**src/rtl/req_ack_delay_n.sv**
```systemverilog
// req_ack_delay_n: per-channel req->ack delay line with runtime latency.
// Level mode delays req; pulse mode turns rising edges into 1-cycle acks.
module req_ack_delay_n #(
  parameter int NCH = 4,
  parameter int MAX_LAT = 8,
  parameter bit PULSE_MODE = 1'b0,
  localparam int LW = $clog2(MAX_LAT + 1)
) (
  input  logic           clk,
  input  logic           rstn,
  input  logic [NCH-1:0] req,
  input  logic [LW-1:0]  lat,
  output logic [NCH-1:0] ack,
  output logic [NCH-1:0] busy,
  output logic           err
);

  localparam int LN = 1 << LW;

  logic [LW-1:0]  leff;
  logic [LW-1:0]  lat_q;
  logic [NCH-1:0] req_q;
  logic [NCH-1:0] in0;
  logic [NCH-1:0] bsy_v;
  logic [NCH-1:0] cnt_nz;
  logic           err_q;

  // Clamp the requested latency into 1..MAX_LAT.
  always_comb begin
    leff = lat;
    if (lat == '0) begin
      leff = LW'(1);
    end else if (lat > LW'(MAX_LAT)) begin
      leff = LW'(MAX_LAT);
    end
  end

  assign in0 = req & ~(req_q & {NCH{PULSE_MODE}});

  // Previous sampled req, for rising-edge detection.
  always_ff @(posedge clk) begin
    if (!rstn) req_q <= '0;
    else       req_q <= req;
  end

  for (genvar g = 0; g < NCH; g++) begin : g_ch
    logic [MAX_LAT-1:0] sh;
    logic [LN-1:0]      nxt;
    logic [LN-1:0]      now;
    logic               cur;
    logic               a_q;
    logic               b_q;
    logic [LW-1:0]      cnt;
    logic [LW-1:0]      cnt_n;

    assign nxt = LN'({sh[MAX_LAT-2:0], in0[g]});
    assign now = LN'(sh);
    assign cur = now[leff - LW'(1)];

    // Shift line; ack is the tap of the line after this edge.
    always_ff @(posedge clk) begin
      if (!rstn) begin
        sh  <= '0;
        a_q <= 1'b0;
      end else begin
        sh  <= nxt[MAX_LAT-1:0];
        a_q <= nxt[leff - LW'(1)];
      end
    end

    // Outstanding count: edge in, tap out, saturating.
    always_comb begin
      cnt_n = cnt;
      if (in0[g] && !cur && cnt != LW'(MAX_LAT)) begin
        cnt_n = cnt + LW'(1);
      end else if (!in0[g] && cur && cnt != '0) begin
        cnt_n = cnt - LW'(1);
      end
    end

    // Counter and registered busy flag.
    always_ff @(posedge clk) begin
      if (!rstn) begin
        cnt <= '0;
        b_q <= 1'b0;
      end else begin
        cnt <= cnt_n;
        b_q <= (cnt_n != '0);
      end
    end

    assign ack[g]    = a_q;
    assign bsy_v[g]  = b_q;
    assign cnt_nz[g] = (cnt != '0);
  end

  // Sticky flag for latency changes while anything is in flight.
  always_ff @(posedge clk) begin
    if (!rstn) begin
      lat_q <= lat;
      err_q <= 1'b0;
    end else begin
      lat_q <= lat;
      if (lat != lat_q && |cnt_nz) err_q <= 1'b1;
    end
  end

  assign busy = bsy_v & {NCH{PULSE_MODE}};
  assign err  = err_q & PULSE_MODE;

endmodule

```
**config.mk**
```make
export PLATFORM = sky130hd
export DESIGN_NAME = req_ack_delay_n
export DESIGN_NICKNAME = d
export VERILOG_FILES = /design/src/rtl/req_ack_delay_n.sv
export SDC_FILE = /design/constraint.sdc
export NUM_CORES = 1
export LEC_CHECK = 0
export BUFFER_PORTS_ARGS = -buffer_cell sky130_fd_sc_hd__buf_2
export CORE_ASPECT_RATIO = 0.9
export CORE_MARGIN = 2
export CORE_UTILIZATION = 55
export DETAILED_ROUTE_END_ITERATION = 8
export GPL_TIMING_DRIVEN = 0
export PLACE_DENSITY = 0.76
export REMOVE_ABC_BUFFERS = 1
export SLEW_MARGIN = 20
export SYNTH_ARGS = -nofsm -noshare
export SYNTH_HDL_FRONTEND = slang
export SYNTH_SLANG_ARGS = --single-unit
```
**constraint.sdc**
```tcl
create_clock -name clk -period 3.5 [get_ports clk]
set_clock_uncertainty 0.1 [all_clocks]
set_input_delay 0.7 -clock clk [delete_from_list [all_inputs] [get_ports clk]]
set_output_delay 0.7 -clock clk [all_outputs]
set_load 0.02 [all_outputs]
```
==> results of run 1 <==
report_power, final:
| group | internal (mW) | total, mW | switching, mW |
|---|---|---|---|
| combinational | 0.0270 | 0.0575 | 0.0305 |
| sequential | 0.373 | 0.376 | 0.00334 |
| clock | 0.114 | 0.227 | 0.113 |
| total | 0.514 | 0.661 | 0.147 |
through the flow:
stage | worst slack, ps | hold slack [ps] | std cells | cell area, sq um
4_1_cts | 1220 | 364 | 133 | 1310
5_1_grt | 1160 | 374 | 133 | 1310
2_1_floorplan | 1180 | 321 | 86 | 1150
3_5_place_dp | 854 | 339 | 126 | 1250
6_report | 1230 | 358 | 133 | 1310
3_3_place_gp | 853 | 331 | 126 | 1250
synth_stat cells (all sizes together):
cell type / number / area, sq um
dfxtp: 32 / 641
and2: 29 / 181
buf: 9 / 67.6
mux4: 8 / 191
a22o: 4 / 35.0
clkbuf: 4 / 15.0
nor2b: 2 / 12.5
conb: 1 / 3.75
ha: 1 / 12.5
inv: 1 / 3.75
nand2b: 1 / 6.26
nor2: 1 / 20.0
o21ba: 1 / 16.3
xnor2: 1 / 8.76
cell families (layout without fill, tap and decap cells):
family / count (synthesis) / count (layout) / synth area share, %
and+or+nand+nor: 33 / 33 / 18.1
AOI/OAI and AO/OA: 5 / 5 / 4.22
DFF: 32 / 32 / 52.7
muxes: 8 / 8 / 15.8
xor gates and xnor gates: 1 / 1 / 0.721
other: 1 / 5 / 0.309
buffers and inverters: 14 / 21 / 7.11
adders and majority gates: 1 / 1 / 1.03
metal layers:
layer  vias up  GRT usage (%)  wire (um)
li1        325              -          -
met1       314           21.6        723
met2        19           22.8        784
met3         7           7.41        111
met4         0           11.5         48
met5         -              0          0
registers in the layout, indices dropped and copies added, names as in the netlist:
name      count
g_ch.a_q      4
g_ch.sh      28
worst max-delay path, cell delays in order:
cell     delay [ps]
buf_2           110
o21ba_4         230
nor2_8          200
inv_1            70
ha_1            490
mux4_2          350
a22o_1          240
area by class of cell:
type	instances	share of cell area, %
Clock buffer	7	4.96
Inverter	1	0.286
Multi-Input combinational cell	53	38.4
Sequential cell	32	48.9
Tap cell	27	2.58
Timing Repair Buffer	13	4.96
worst paths after layout:
path,to,startpoint
worst min-delay path,g_ch[2].sh[4],g_ch[2].sh[3]
worst min register to register,g_ch[2].sh[4],g_ch[2].sh[3]
worst max register to register,g_ch[3].a_q,g_ch[3].sh[0]
worst max-delay path,g_ch[3].a_q,lat[1]
==> metrics.md, run 1 <==
| Metric | Value |
|---|---|
| Fill cells | `183` |
| Core Box Area | `2140 sq um` |
| Initial core utilization | `56.7%` |
| Fin util | `61.2%` |
| Final setup viols | `0` |
| First drt pass iteration count | `4` |
| GRT overflow | `0` |
| Syn. warnings | `0` |
| Power per cell area | `504 nW/um^2` |
| Clk root buf | `clkbuf_4` |
| Final Hold Viols | `0` |
| Routability cong. | `0.681` |
| Min Clock Period, post-route | `2270 ps` |
| Vias/cell | `5.00` |
| Fraction of layout cells with a size suffix above 1 | `25.5%` |
| Crit Path Max Fanout | `9` |
| Most frequent cells in the layout | `dfxtp_1, and2_1, buf_2` |
| Post-Syn Instances | `95` |
| Worst VDD drop | `0.352 mV` |
| Synthesized flop and latch total | `32` |
| Clock Sinks | `32` |
| Initial antenna violation count | `0` |
| First-pass GRT wire length | `2970 um` |
| Die Y | `48.6 um` |
| H-tree lvl count | `2` |
| DRT iter0 DRCs | `6` |
| Synthesis-to-layout area growth | `7.93%` |
| Worst skew pair latency | `330 ps` |
| Final Cycle Share | `64.8%` |
| Most common cell after layout, fill and taps aside | `dfxtp_1` |
| Crit Path Category | `input pin to flop` |
| Mean Syn Cell Area | `12.8 sq um` |
| Vias | `665` |
| Outcome | `completed` |
| Via count of the first global-routing pass | `656` |
| Nets | `117` |
| CP Launch Type | `input pin` |
| Full die area | `2600 sq um` |
| Dpl hpwl | `1140 um` |
| Hold path cells | `1` |
| Distinct cells, synth | `15` |
| Clock tree buffer depth | `2` |
| Clk slew on worst S/H paths | `90 ps` |
| Post-CTS Setup Bufs | `0` |
| Seq/Total Area, Yosys | `52.7%` |
| Number of max-cap violations | `0` |
| IO buf count | `13` |
| Boundary pin count | `19` |
| Final slew viol count | `0` |
| Hold_buf cts | `0` |
| Routed wire length | `1670 um` |
| Multi-input gate area | `503 sq um` |
| RSZ-0062 raised after global routing | `false` |
| Total Power | `661 uW` |
| Antenna Cells | `0` |
| Min-delay worst type | `flop to flop` |
| Arrival time worst endpoint | `2390 ps` |
| CP required | `3630 ps` |
| Cell Rows | `16` |
| DR WL/cell | `12.5 um` |
| Number of routed nets with antenna violations | `0` |
| Largest net degree at the start of global routing | `31` |
| CTS tree | `built` |
| Total CTS buffers | `5` |
| Post-CTS Resized | `0` |
| Register area | `641 sq um` |
| Static leakage | `0.574 nW` |
| Die Wd | `53.5 um` |
| FF-to-FF path depth | `2` |
| Synth Cell Area | `1210 sq um` |
| # DRC | `0` |
| Critical path capture point type | `flop` |
| Setup total negative slack | `0 ps` |
| Gr usage total | `17.0%` |
| Fmax achieved | `0.441 GHz` |
| Reg2reg setup slack | `2290 ps` |
Note: power is estimated with default switching activity, not from simulation.
==> run 2: changes to the inputs <==
--- a/config.mk
+++ b/config.mk
@@ -8,10 +8,10 @@
 export BUFFER_PORTS_ARGS = -buffer_cell sky130_fd_sc_hd__buf_2
 export CORE_ASPECT_RATIO = 0.9
 export CORE_MARGIN = 2
-export CORE_UTILIZATION = 55
+export CORE_UTILIZATION = 54
 export DETAILED_ROUTE_END_ITERATION = 8
 export GPL_TIMING_DRIVEN = 0
-export PLACE_DENSITY = 0.76
+export PLACE_DENSITY = 0.75
 export REMOVE_ABC_BUFFERS = 1
 export SLEW_MARGIN = 20
 export SYNTH_ARGS = -nofsm -noshare
==> constraint.sdc (replaced) <==
create_clock -name clk -period 2.27 [get_ports clk]
set_clock_uncertainty 0.1 [all_clocks]
set_input_delay 0.454 -clock clk [delete_from_list [all_inputs] [get_ports clk]]
set_output_delay 0.454 -clock clk [all_outputs]
set_load 0.02 [all_outputs]
==> run 2 against run 1 <==
Count of clock-buffer cells in the layout rose by 1. Global-route usage fell by 0.64 points. Non-clock buffer count did not move. First-iteration DRC count fell by 17%. Via count rose by 0.45%. Register-to-register slack got worse by 1300 ps. Sequential share of layout area rose by 0.23 points. Die area rose by 1.7%. Sequential power rose by 54%. Largest power group unchanged. Clock power rose by 46%.
==> metrics.md, run 2 (same netlist as run 1, synthesis figures left out) <==
| Metric | Value |
|---|---|
| Final Hold Viols | `0 (unchanged)` |
| Final Instance Count excl. Fillers | `134 (was 133)` |
| CP Launch Type | `input pin (unchanged)` |
| Post-CTS Setup Bufs | `0 (unchanged)` |
| DR WL/cell | `13.0 um (was 12.5 um)` |
| GRT overflow | `0 (unchanged)` |
| Dpl hpwl | `1130 um (was 1140 um)` |
| Crit Path Max Fanout | `9 (unchanged)` |
| Arrival time worst endpoint | `2230 ps (was 2390 ps)` |
| Via count of the first global-routing pass | `613 (was 656)` |
| Full die area | `2650 sq um (was 2600 sq um)` |
| Vias | `668 (was 665)` |
| Setup ws final | `162 ps (was 1230 ps)` |
| Crit path buffers/inverters | `2 (unchanged)` |
| Nets | `117 (unchanged)` |
| Number of routed nets with antenna violations | `0 (unchanged)` |
| Static leakage | `0.569 nW (was 0.574 nW)` |
| Most common cell after layout, fill and taps aside | `dfxtp_1 (unchanged)` |
| First-pass GRT wire length | `2860 um (was 2970 um)` |
| Clock Sinks | `32 (unchanged)` |
| Cell count after placement | `126 (unchanged)` |
| RSZ-0062 raised after global routing | `false (unchanged)` |
| Gr usage total | `16.3% (was 17.0%)` |
| Post-CTS Resized | `0 (unchanged)` |
| Crit Path Category | `input pin to flop (unchanged)` |
| Largest register FFs | `28 (unchanged)` |
| Clock tree buffer depth | `2 (unchanged)` |
| Top flop regs | `g_ch.sh (28), g_ch.a_q (4) (unchanged)` |
| Min Clock Period, post-route | `2110 ps` |
| CP max-delay cell | `ha_1 (unchanged)` |
| Setup total negative slack | `0 ps (unchanged)` |
| Die Wd | `54 um (was 53.5 um)` |
| Worst skew pair latency | `320 ps (was 330 ps)` |
| Core Box Area | `2160 sq um (was 2140 sq um)` |
| Critical path capture point type | `flop (unchanged)` |
| Total CTS buffers | `5 (unchanged)` |
| H-tree lvl count | `2 (unchanged)` |
| Outcome | `completed (unchanged)` |
| Worst VDD drop | `0.377 mV (was 0.352 mV)` |
| Clk root buf | `clkbuf_4 (unchanged)` |
| Cell Rows | `16 (unchanged)` |
| Fmax achieved | `0.474 GHz` |
| Number of max-cap violations | `0 (unchanged)` |
| CP required | `2390 ps (was 3630 ps)` |
| Final slew viol count | `0 (unchanged)` |
| Final non-filler cell area | `1310 sq um (about the same)` |
| Top reg by flops | `g_ch.sh (unchanged)` |
| Routability cong. | `0.670 (was 0.681)` |
| Routed wire length | `1740 um (was 1670 um)` |
| Boundary pin count | `19 (unchanged)` |
| Fraction of layout cells with a size suffix above 1 | `24.3% (was 25.5%)` |
| First drt pass iteration count | `3 (was 4)` |
| # DRC | `0 (unchanged)` |
| DRT iter0 DRCs | `5 (was 6)` |
| Total Power | `1.00 mW (was 661 uW)` |
| Initial core utilization | `56.2% (was 56.7%)` |
| Die Y | `49 um (was 48.6 um)` |
| CP delay by family, top | `adder cells (unchanged)` |
| Initial antenna violation count | `0 (unchanged)` |
| Power per cell area | `768 nW/um^2 (was 504 nW/um^2)` |
| Worst stage delay on the critical path | `520 ps (was 490 ps)` |
| Most frequent cells in the layout | `dfxtp_1, and2_1, buf_2 (unchanged)` |
| Hold_buf cts | `0 (unchanged)` |
| Antenna Cells | `0 (unchanged)` |
| Final Cycle Share | `92.9%` |
| CTS tree | `built (unchanged)` |
| Pre-CTS WS | `-190 ps (was 854 ps)` |
| Critical-path cell list | `buf_2 -> o21ba_4 -> nor2_8 -> inv_1 -> ha_1 -> mux4_2 -> a22o_1 (unchanged)` |
| Synthesis-to-layout area growth | `7.41% (was 7.93%)` |
| Final setup viols | `0 (unchanged)` |
| IO buf count | `13 (unchanged)` |
| Clk slew on worst S/H paths | `90 ps (about the same)` |
| Largest net degree at the start of global routing | `31 (unchanged)` |
| Placed Area | `1250 sq um (unchanged)` |
| Vias/cell | `4.99 (was 5.00)` |
| Min-delay worst type | `input pin to flop (was flop to flop)` |
-- run 2: worst register-to-register path, delay by kind of cell, from the launching register on --
kind,cells,cell delay [ps]
compound gates,1,240
mux,1,480
flops,1,320
-- run 2: final timing paths --
path                  from            end  slack (ps)  cells after the start
min reg2reg  g_ch[2].sh[5]  g_ch[2].sh[6]         350                      1
min                 req[3]  g_ch[3].sh[0]         250                      2
max                 lat[1]    g_ch[3].a_q         160                      7
max reg2reg  g_ch[3].sh[0]    g_ch[3].a_q        1040                      2
-- run 2: through the flow --
step           utilization (%)  hold WS [ps]
4_1_cts                   60.4           238
3_5_place_dp              57.6           331
2_1_floorplan                -           321
5_1_grt                   60.4           227
3_3_place_gp              57.6           330
6_report                  60.4           248
-- run 2: power by group --
group	switching, mW	internal [mW]	total, mW	leakage, nW
logic	0.0499	0.0418	0.0917	0.276
clock network	0.178	0.153	0.331	0.0326
registers	0.00477	0.575	0.580	0.260
-- run 2: final cells by class --
type	count	area [sq um]
fill	186	857
sequential	32	641
multi-input combinational	53	503
timing repair buffer	13	65.1
clock buffer	8	58.8
tap	27	33.8
inverter	1	3.75
-- run 2: layer usage --
| metal | track usage (%) | share of wire (%) | wire [um] |
|---|---|---|---|
| met1 | 20.1 | 47 | 814 |
| met2 | 22.4 | 43 | 751 |
| met3 | 6.44 | 6.9 | 121 |
| met4 | 12.5 | 3.2 | 56 |
| met5 | 0 | 0 | 0 |
